## src/rtl/mul16_seq_ctrl.sv

```systemverilog
// Sequential 16x16 unsigned shift-and-add multiplier with a sliding 16-bit accumulator window.
// Optional macro MUL16_EARLY_TERM_EN: finish as soon as no set multiplier bits remain.

module overlap_extractor (
  input  logic [31:0] acc,
  input  logic [3:0]  clk1,
  output logic [15:0] acc_part
);
  assign acc_part = acc[clk1 +: 16];
endmodule

module mul16_seq_ctrl #(
  parameter int unsigned N_STEPS = 16
) (
  input  logic        clk,
  input  logic        reset,
  input  logic        start,
  input  logic [15:0] a,
  input  logic [15:0] b,
  output logic        busy,
  output logic        done,
  output logic [31:0] r,
  output logic [3:0]  step
);
  typedef enum logic [1:0] {IDLE, RUN, DONE} state_t;

  state_t      state, state_n;
  logic [31:0] acc, acc_n;
  logic [15:0] a_reg, b_reg;
  logic [15:0] acc_part;
  logic [16:0] sum;
  logic        last;

  overlap_extractor u_extract (
    .acc      (acc),
    .clk1     (step),
    .acc_part (acc_part)
  );

  assign busy = (state == RUN);
  assign done = (state == DONE);

  always_comb begin
    sum   = {1'b0, acc_part} + {1'b0, a_reg};
    acc_n = acc;
    if (b_reg[step])
      acc_n[step +: 17] = sum;
`ifdef MUL16_EARLY_TERM_EN
    last = (step == 4'(N_STEPS - 1)) || (((b_reg >> step) >> 1) == '0);
`else
    last = (step == 4'(N_STEPS - 1));
`endif
  end

  always_comb begin
    state_n = state;
    unique case (state)
      IDLE:    if (start) state_n = RUN;
      RUN:     if (last)  state_n = DONE;
      DONE:    state_n = IDLE;
      default: state_n = IDLE;
    endcase
  end

  always_ff @(posedge clk) begin
    if (reset) begin
      state <= IDLE;
      acc   <= '0;
      a_reg <= '0;
      b_reg <= '0;
      step  <= '0;
      r     <= '0;
    end else begin
      state <= state_n;
      case (state)
        IDLE: if (start) begin
          a_reg <= a;
          b_reg <= b;
          acc   <= '0;
          step  <= '0;
        end
        RUN: begin
          acc <= acc_n;
          if (last) begin
            r    <= acc_n;
            step <= '0;
          end else begin
            step <= step + 4'd1;
          end
        end
        default: ;
      endcase
    end
  end
endmodule
```

## config.mk

```make
export PLATFORM = sky130hd
export DESIGN_NAME = mul16_seq_ctrl
export DESIGN_NICKNAME = d
export VERILOG_FILES = /design/src/rtl/mul16_seq_ctrl.sv
export SDC_FILE = /design/constraint.sdc
export NUM_CORES = 1
export LEC_CHECK = 0
export BUFFER_PORTS_ARGS = -buffer_cell sky130_fd_sc_hd__clkbuf_2
export CAP_MARGIN = 40
export CORE_ASPECT_RATIO = 2
export CORE_MARGIN = 5
export CORE_UTILIZATION = 39
export CTS_CLUSTER_SIZE = 20
export DETAILED_ROUTE_END_ITERATION = 7
export PLACE_DENSITY_LB_ADDON = 0.25
export SLEW_MARGIN = 40
export SYNTH_ARGS = -nofsm -noshare
export SYNTH_HDL_FRONTEND = slang
export SYNTH_SLANG_ARGS = --single-unit
```

## constraint.sdc

```tcl
create_clock -name clk -period 11 [get_ports clk]
set_input_delay 2.2 -clock clk [delete_from_list [all_inputs] [get_ports clk]]
set_output_delay 2.2 -clock clk [all_outputs]
set_load 0.02 [all_outputs]
```

==> summary.txt, run 1 <==
Run status
  • Status: finished, final reports clean

GRT
  • First-pass GRT wire length: 58060 um
  • Total grt overflow: 0
  • Total Routing Usage GR: 31.59%
  • Initial antenna violation count: 0
  • Pin count of the biggest net entering global routing: 57
  • Vias in the first global route: 9210

Placement
  • HPWL after DPL: 29730 um
  • Place WS: 4947 ps
  • DP Area: 8778 um^2
  • IO Port Bufs: 72
  • RD Place Congestion: 1.063

Die
  • Num rows: 75
  • CORE AREA: 21020 um^2
  • Top-Level Pins: 73
  • Die Height: 216.4 um
  • Die width: 113.2 um
  • DIE AREA: 24500 um^2
  • Initial core utilization: 39.52%

STA
  • Slew HR: 30.96%
  • Hold Slack: 455.1 ps
  • Setup total negative slack: 0 ps
  • Least-Margin Pin Slew: 1032 ps
  • Highest Clock Rate: 160.1 MHz
  • RSZ-0062 raised after global routing: no
  • Final worst slack: 4753 ps
  • Post-route clock skew: 11.06 ps
  • Slew Viols, Final: 0
  • Final hold vios: 0
  • Final min period: 6247 ps
  • Setup violators final: 0
  • Crit share post-route: 56.79%

Routing
  • Routed len/inst: 26.85 um
  • Wirelength, routed: 38960 um
  • Antenna-violating nets left: 0
  • DR DRC count: 0
  • Vias/cell: 6.442
  • Pre-Repair DR Iteration Count: 7
  • Vias: 9348
  • Detailed Route Iter0 Violations: 781

Cells and area
  • Largest registers: acc x32, r x32
  • N_diodes: 0
  • Design area: 9081 um^2
  • Final nets: 1232
  • Fin util: 43.20%
  • Area Overhead vs Synth: 9.307%
  • Share of layout cells above drive strength 1: 14.30%

Setup path
  • Critical-path cell list: buf_4 > inv_1 > buf_4 > o21ai_0 > mux2i_1 > nand2_1 > o21ai_0 > ha_1 > fa_1 > a21o_1 > a221oi_4 > a211oi_4 > o21ai_0 > a21oi_1 > nor3_2 > nor2_1 > a221oi_1 > o21ai_0
  • Worst-path fanout max: 49
  • Crit path max-delay family: compound AO/OA/AOI/OAI gates
  • CP arrival: 6470 ps
  • Max stage delay on crit path: 690 ps
  • CP startpoint kind: flip-flop
  • WP buf/inv: 3
  • Setup slack, reg-to-reg: 4750 ps
  • CP Class: reg -> reg
  • Setup crit end kind: flip-flop
  • WP data required: 11220 ps
  • Critical path's most frequent cell: o21ai_0
  • Slowest cell on crit path: a221oi_1

Logic synthesis
  • Synth cell types: 84
  • Mapped Nets: 1218
  • Async set-reset flop share out of synthesis: 0%
  • Syn Std Cell Area: 8308 um^2
  • Synth top area cells: dfxtp_1 (25%), nand2_1 (9.1%), a21oi_1 (7.8%)
  • Top-area cell type share of the netlist area: 24.58%
  • Post-synthesis sequential area ratio: 24.58%
  • Ys flop type: dfxtp_1
  • Area leader, netlist: dfxtp_1
  • Synth Instances: 1163
  • Post-synth EDFFs: 0
  • Synthesized area per cell: 7.144 um^2
  • Yosys warning count: 0
  • Flops & latches, synth: 102

Clock tree
  • Clk slew on worst S/H paths: 80 ps
  • TritonCTS buffer count: 9
  • Root Driver: clkbuf_16
  • TritonCTS clock tree: done
  • Cts repair resizes: 0
  • Setup bufs post-CTS: 0
  • Hold_buf cts: 0
  • Clock buffer depth: 2
  • Later-pin clock latency in the skew report: 390 ps
  • CTS H-tree lvls: 3
  • CTS Sinks: 102

Power and ir drop
  • Leakage: 0.003344 uW
  • Peak VDD IR: 0.09386 mV
  • Cell Pwr Density: 109.9 nW/um^2

Min path
  • Worst Hold Class: reg -> reg

Run
  • Max-Cap Viols: 0
==> power by group <==
part | switching [uW] | internal (uW) | total (uW)
clock network | 172 | 159 | 331
logic | 202 | 79.1 | 281
registers | 8.38 | 378 | 386
==> worst paths after layout <==
kind                              start    end  cells past startpoint
worst max register to register  step[0]  r[14]                     18
worst min register to register     r[5]   r[5]                      2
worst max-delay path            step[0]  r[14]                     18
worst min-delay path               r[5]   r[5]                      2
==> synthesized netlist by cell type (all sizes together) (7+ instances only) <==
master	number
a211oi	26
a21o	10
a21oi	131
a22oi	12
a311oi	7
a31oi	14
a32oi	9
and2	7
and3	9
buf	29
clkbuf	64
dfxtp	102
ha	19
inv	22
mux2	7
mux2i	33
mux4	18
nand2	202
nand2b	11
nand3	22
nand3b	7
nand4	7
nor2	128
nor2b	7
nor3	29
o211ai	14
o21ai	97
o221ai	8
o22ai	11
o31ai	11
==> per-layer routing <==
metal	part of all wire, %	global-route usage (%)
met3	6.1	5.387
met5	0	0
met4	9.1	25.31
met2	50	54.14
met1	35	33.46
==> final cells by class <==
class / instances / area, um^2
tap: 269 / 336.6
clock buffer: 9 / 225.2
multi-input combinational: 946 / 5783
sequential: 102 / 2046
inverter: 22 / 82.58
fill: 2230 / 11940
clock inverter: 7 / 67.56
timing repair buffer: 96 / 540.5
==> tightest hold or removal path, stage by stage (launching register included) <==
cell and delay (ps):
dfxtp_1 310, nand2_1 50, a21oi_1 50
==> per-stage QoR <==
step           total power, uW  cells
4_1_cts                  998.6   1451
6_report                 998.2   1451
3_3_place_gp             668.1   1435
5_1_grt                   1034   1451
2_1_floorplan            573.7   1163
3_5_place_dp             666.2   1435
==> cells in the final DEF, fill, tap and decap left out, types with 5 or more instances in the layout <==
| cell type | instances |
|---|---|
| o21a_1 | 6 |
| mux2_2 | 7 |
| and3_1 | 6 |
| buf_4 | 24 |
| a31oi_1 | 14 |
| o22ai_1 | 11 |
| nor3_1 | 27 |
| nor4_1 | 5 |
| a311oi_1 | 7 |
| o31ai_1 | 11 |
| o221ai_1 | 8 |
| nor2b_1 | 7 |
| nand2_1 | 201 |
| mux2i_1 | 33 |
| a21o_1 | 10 |
| o32ai_1 | 6 |
| and2_1 | 6 |
| a32oi_1 | 8 |
| a211oi_1 | 25 |
| o21ai_0 | 93 |
| a21oi_1 | 130 |
| clkbuf_16 | 9 |
| nand3_1 | 22 |
| ha_1 | 18 |
| nand3b_1 | 7 |
| xnor2_1 | 5 |
| mux4_2 | 18 |
| nand2b_1 | 11 |
| inv_1 | 21 |
| nand4_1 | 7 |
| nor2_1 | 125 |
| a22oi_1 | 12 |
| dfxtp_1 | 99 |
| o211ai_1 | 14 |
| clkbuf_2 | 72 |
==> cells by family (layout without fill, tap and decap cells) <==
family                     after synthesis  after routing  synth area share (%)
muxes                                   58             58                 9.804
xor gates and xnor gates                 7              7                0.7380
AOI/OAI and AO/OA                      412            412                 32.00
DFF                                    102            102                 24.58
buffers and inverters                  115            134                 6.235
adders and majority gates               20             20                 3.102
and+or+nand+nor                        449            449                 23.54
Power figures use the tool's default switching activity.
==> inputs of run 2 (changes only) <==
- ABC_AREA: default -> 1
- clock period: 11 -> 6.5 ns (I/O delays scaled with it)
==> run 2 against run 1 <==
Against the previous run: total power grew 86%; largest cell class unchanged; largest power group unchanged; combinational power grew 120%; critical endpoint is now acc[18]; sequential cell count is the same; non-clock buffer count shrank 9; synthesized cell count grew 21%; sequential power grew 73%; via count grew 2.1%; critical path type unchanged; hold slack gained 11 ps; core utilization grew 0.24 points.
==> summary.txt, run 2 <==
Logic synthesis
  • Syn Std Cell Area: 7993 um^2 (was 8308 um^2)
  • Post-synth EDFFs: 0 (unchanged)
  • Most common library cells after synthesis: nand2_1 (431), nand3_1 (174), nor2_1 (164), o21ai_0 (115), dfxtp_1 (102) (was nand2_1 (202), a21oi_1 (130), nor2_1 (128), dfxtp_1 (102), o21ai_0 (93))
  • Top-area cell type share of the netlist area: 25.55% (was 24.58%)
  • Synth cell types: 49 (was 84)
  • Most numerous cell in the Yosys netlist: nand2_1 (unchanged)
  • Synth top area cells: dfxtp_1 (26%), nand2_1 (20%), nand3_1 (11%) (was dfxtp_1 (25%), nand2_1 (9.1%), a21oi_1 (7.8%))
  • Area leader, netlist: dfxtp_1 (unchanged)
  • Mapped Nets: 1461 (was 1218)
  • Ys flop type: dfxtp_1 (unchanged)
  • Post-synthesis sequential area ratio: 25.55% (was 24.58%)
  • Flops & latches, synth: 102 (unchanged)
  • Yosys warning count: 0 (unchanged)
  • Synthesized area per cell: 5.685 um^2 (was 7.144 um^2)
  • Async set-reset flop share out of synthesis: 0% (unchanged)
  • Synth Instances: 1406 (was 1163)

STA
  • Hold Slack: 466.4 ps (was 455.1 ps)
  • Least-Margin Pin Slew: 846.6 ps (was 1032 ps)
  • Setup violators final: 0 (unchanged)
  • Slew HR: 42.84% (was 30.96%)
  • Crit share post-route: 71.16% (was 56.79%)
  • RSZ-0062 raised after global routing: no (unchanged)
  • Final hold vios: 0 (unchanged)
  • Final min period: 4626 ps (was 6247 ps)
  • Slew Viols, Final: 0 (unchanged)
  • Setup total negative slack: 0 ps (unchanged)
  • Highest Clock Rate: 216.2 MHz (was 160.1 MHz)
  • Post-route clock skew: 15.85 ps (was 11.06 ps)

Power and ir drop
  • Cell Pwr Density: 211.1 nW/um^2 (was 109.9 nW/um^2)
  • Switching portion of total power: 41.61% (was 38.33%)
  • Clock Power Share: 30.4% (was 33.1%)
  • Logic pwr share: 33.7% (was 28.2%)
  • Peak VDD IR: 0.2262 mV (was 0.09386 mV)
  • Leakage: 0.004193 uW (was 0.003344 uW)
  • Cell internal pwr: 1086 uW (was 615.5 uW)
  • Switch Pwr: 773.9 uW (was 382.6 uW)
  • Sequential cell fraction of total power: 36.0% (was 38.7%)

Routing
  • Wirelength, routed: 33830 um (was 38960 um)
  • DR DRC count: 0 (unchanged)
  • Antenna-violating nets left: 0 (unchanged)
  • Detailed Route Iter0 Violations: 714 (was 781)
  • Routed len/inst: 19.90 um (was 26.85 um)
  • Vias/cell: 5.616 (was 6.442)
  • Pre-Repair DR Iteration Count: 7 (unchanged)
  • Vias: 9548 (was 9348)

Clock tree
  • CTS Sinks: 102 (unchanged)
  • Later-pin clock latency in the skew report: 390 ps (about the same)
  • Root Driver: clkbuf_16 (unchanged)
  • TritonCTS clock tree: done (unchanged)
  • Clk slew on worst S/H paths: 80 ps (about the same)
  • Setup bufs post-CTS: 0 (unchanged)
  • Clock buffer depth: 2 (unchanged)
  • TritonCTS buffer count: 9 (unchanged)
  • CTS H-tree lvls: 3 (unchanged)
  • Cts repair resizes: 0 (unchanged)
  • Hold_buf cts: 0 (unchanged)

Cells and area
  • Area of the multi-input gates: 5211 um^2 (was 5783 um^2)
  • Final nets: 1484 (was 1232)
  • N_diodes: 0 (unchanged)
  • Area Overhead vs Synth: 10.21% (was 9.307%)
  • Most frequent cells in the layout: nand2_1 (431), nand3_1 (174), nor2_1 (162) (was nand2_1 (201), a21oi_1 (130), nor2_1 (125))
  • Register area: 2044 um^2 (was 2046 um^2)
  • Most common cell after layout, fill and taps aside: nand2_1 (unchanged)
  • Largest registers: acc x32, r x32 (unchanged)
  • Share of layout cells above drive strength 1: 9.484% (was 14.30%)
  • Fillers: 2268 (was 2230)

Setup path
  • Critical path's most frequent cell: nand3_1 (was o21ai_0)
  • Slowest cell on crit path: buf_4 (was a221oi_1)
  • CP arrival: 4940 ps (was 6470 ps)
  • FF-to-FF End: acc[18] (was r[14])
  • Max stage delay on crit path: 500 ps (was 690 ps)
  • Setup slack, reg-to-reg: 1870 ps (was 4750 ps)
  • Critical-path cell list: buf_4 > o21ai_0 > o21ai_0 > nor2_1 > o21ai_0 > o211ai_1 > ha_1 > nand2_1 > nor2_1 > nand2_1 > nand3_1 > nand2_1 > nand3_1 > nand3_1 > nand3_1 > nand3_1 > nand3_1 > nor2_1 > o21ai_1 > nand2_1 > a21oi_1 (was buf_4 > inv_1 > buf_4 > o21ai_0 > mux2i_1 > nand2_1 > o21ai_0 > ha_1 > fa_1 > a21o_1 > a221oi_4 > a211oi_4 > o21ai_0 > a21oi_1 > nor3_2 > nor2_1 > a221oi_1 > o21ai_0)
  • Worst Reg-to-Reg Cells: 21 (was 18)
  • Setup crit end kind: flip-flop (unchanged)
  • CP Class: reg -> reg (unchanged)
  • WP data required: 6820 ps (was 11220 ps)
  • Worst-path fanout max: 60 (was 49)
  • Worst setup path startpoint: step[0] (unchanged)
  • Worst flop-to-flop path startpoint: step[0] (unchanged)
  • CP startpoint kind: flip-flop (unchanged)

Min path
  • Hold endpoint: acc[6] (was r[5])
  • Worst Hold Class: reg -> reg (unchanged)
  • Worst hold start: acc[6] (was r[5])
  • Depth of the worst hold-timing path: 2 (unchanged)

Run
  • Max-Cap Viols: 0 (unchanged)

Placement
  • HPWL after DPL: 26810 um (was 29730 um)
  • RD Place Congestion: 1.064 (was 1.063)
  • IO Port Bufs: 72 (unchanged)

Run status
  • Status: finished, final reports clean (unchanged)

GRT
  • First-pass GRT wire length: 51360 um (was 58060 um)
  • Pin count of the biggest net entering global routing: 61 (was 57)
  • Total grt overflow: 0 (unchanged)
  • Vias in the first global route: 9117 (was 9210)
  • Total Routing Usage GR: 28.29% (was 31.59%)
  • Initial antenna violation count: 0 (unchanged)

Die
  • Die width: 111.2 um (was 113.2 um)
  • Num rows: 74 (was 75)
  • Top-Level Pins: 73 (unchanged)
  • DIE AREA: 23630 um^2 (was 24500 um^2)
  • CORE AREA: 20280 um^2 (was 21020 um^2)
  • Initial core utilization: 39.42% (was 39.52%)
  • Die Height: 212.5 um (was 216.4 um)
[run 2: changes by cell type in the layout (fill, tap and decap cells not counted), moves of 11 or more]
| cell | delta |
|---|---|
| a211oi_1 | -23 |
| a21oi_1 | -50 |
| inv_1 | +74 |
| inv_2 | +16 |
| mux2i_1 | -32 |
| mux4_2 | -18 |
| nand2_1 | +230 |
| nand2b_1 | -11 |
| nand3_1 | +152 |
| nor2_1 | +37 |
| nor3_1 | -24 |
| o21ai_0 | +22 |
| o21ai_1 | +29 |
[run 2: how the worst max path moves through the flow]
stage,slack (ps),end
2_1_floorplan,2650,r[28]
3_3_place_gp,1900,acc[18]
3_5_place_dp,1780,acc[18]
4_1_cts,1770,acc[18]
5_1_grt,1490,acc[18]
6_report,1870,acc[18]
[run 2: kinds of logic after synthesis]
kind of cell             synth area share, %
AND/OR/NAND/NOR                        42.13
AO/OA/AOI/OAI                          19.24
buffers and inverters                  9.314
flip-flops                             25.55
adder cells (fa/ha/maj)                3.225
XOR/XNOR                              0.4228
multiplexers                          0.1252
[run 2: final cells by class]
type / count / area share, %
repair buffers: 87 / 5.455
well taps: 266 / 3.778
clock inverters: 7 / 0.8523
inverters: 117 / 4.986
multi-input cells: 1112 / 59.16
clock buffers: 9 / 2.557
flip-flops and latches: 102 / 23.21
[run 2: stage by stage]
step	setup slack [ps]	cells	total power (uW)	cell area, um^2	util (%)
after detailed placement	1781	1684	1292	8507	41.95
after global placement	1898	1683	1293	8492	41.88
final	1874	1700	1860	8808	43.44
after CTS	1774	1700	1857	8807	43.43
after global routing	1486	1700	1942	8808	43.44
after floorplan	2650	1406	1087	7993	-
[run 2: layer usage]
metal	global-route usage, %	share of wire, %	vias to the layer above
li1	-	-	4666
met2	51.70	51	359
met3	4.101	4.3	133
met4	23.60	9.2	0
met5	0	0	-
met1	27.82	35	4390
[run 2: worst max-delay path: cells and delay by family (launching register included)]
family | cells | cell delay [ps]
compound gates | 6 | 1800
simple gates | 13 | 1480
buf+inv | 1 | 500
fa+ha+maj | 1 | 430
flops | 1 | 340
[run 2: power by group through the flow]
stage | registers (uW) | logic, uW | clock network (uW)
2_1_floorplan | 673 | 414 | 0
3_3_place_gp | 683 | 610 | 0
3_5_place_dp | 683 | 610 | 0
4_1_cts | 669 | 612 | 576
5_1_grt | 671 | 677 | 594
6_report | 669 | 626 | 565
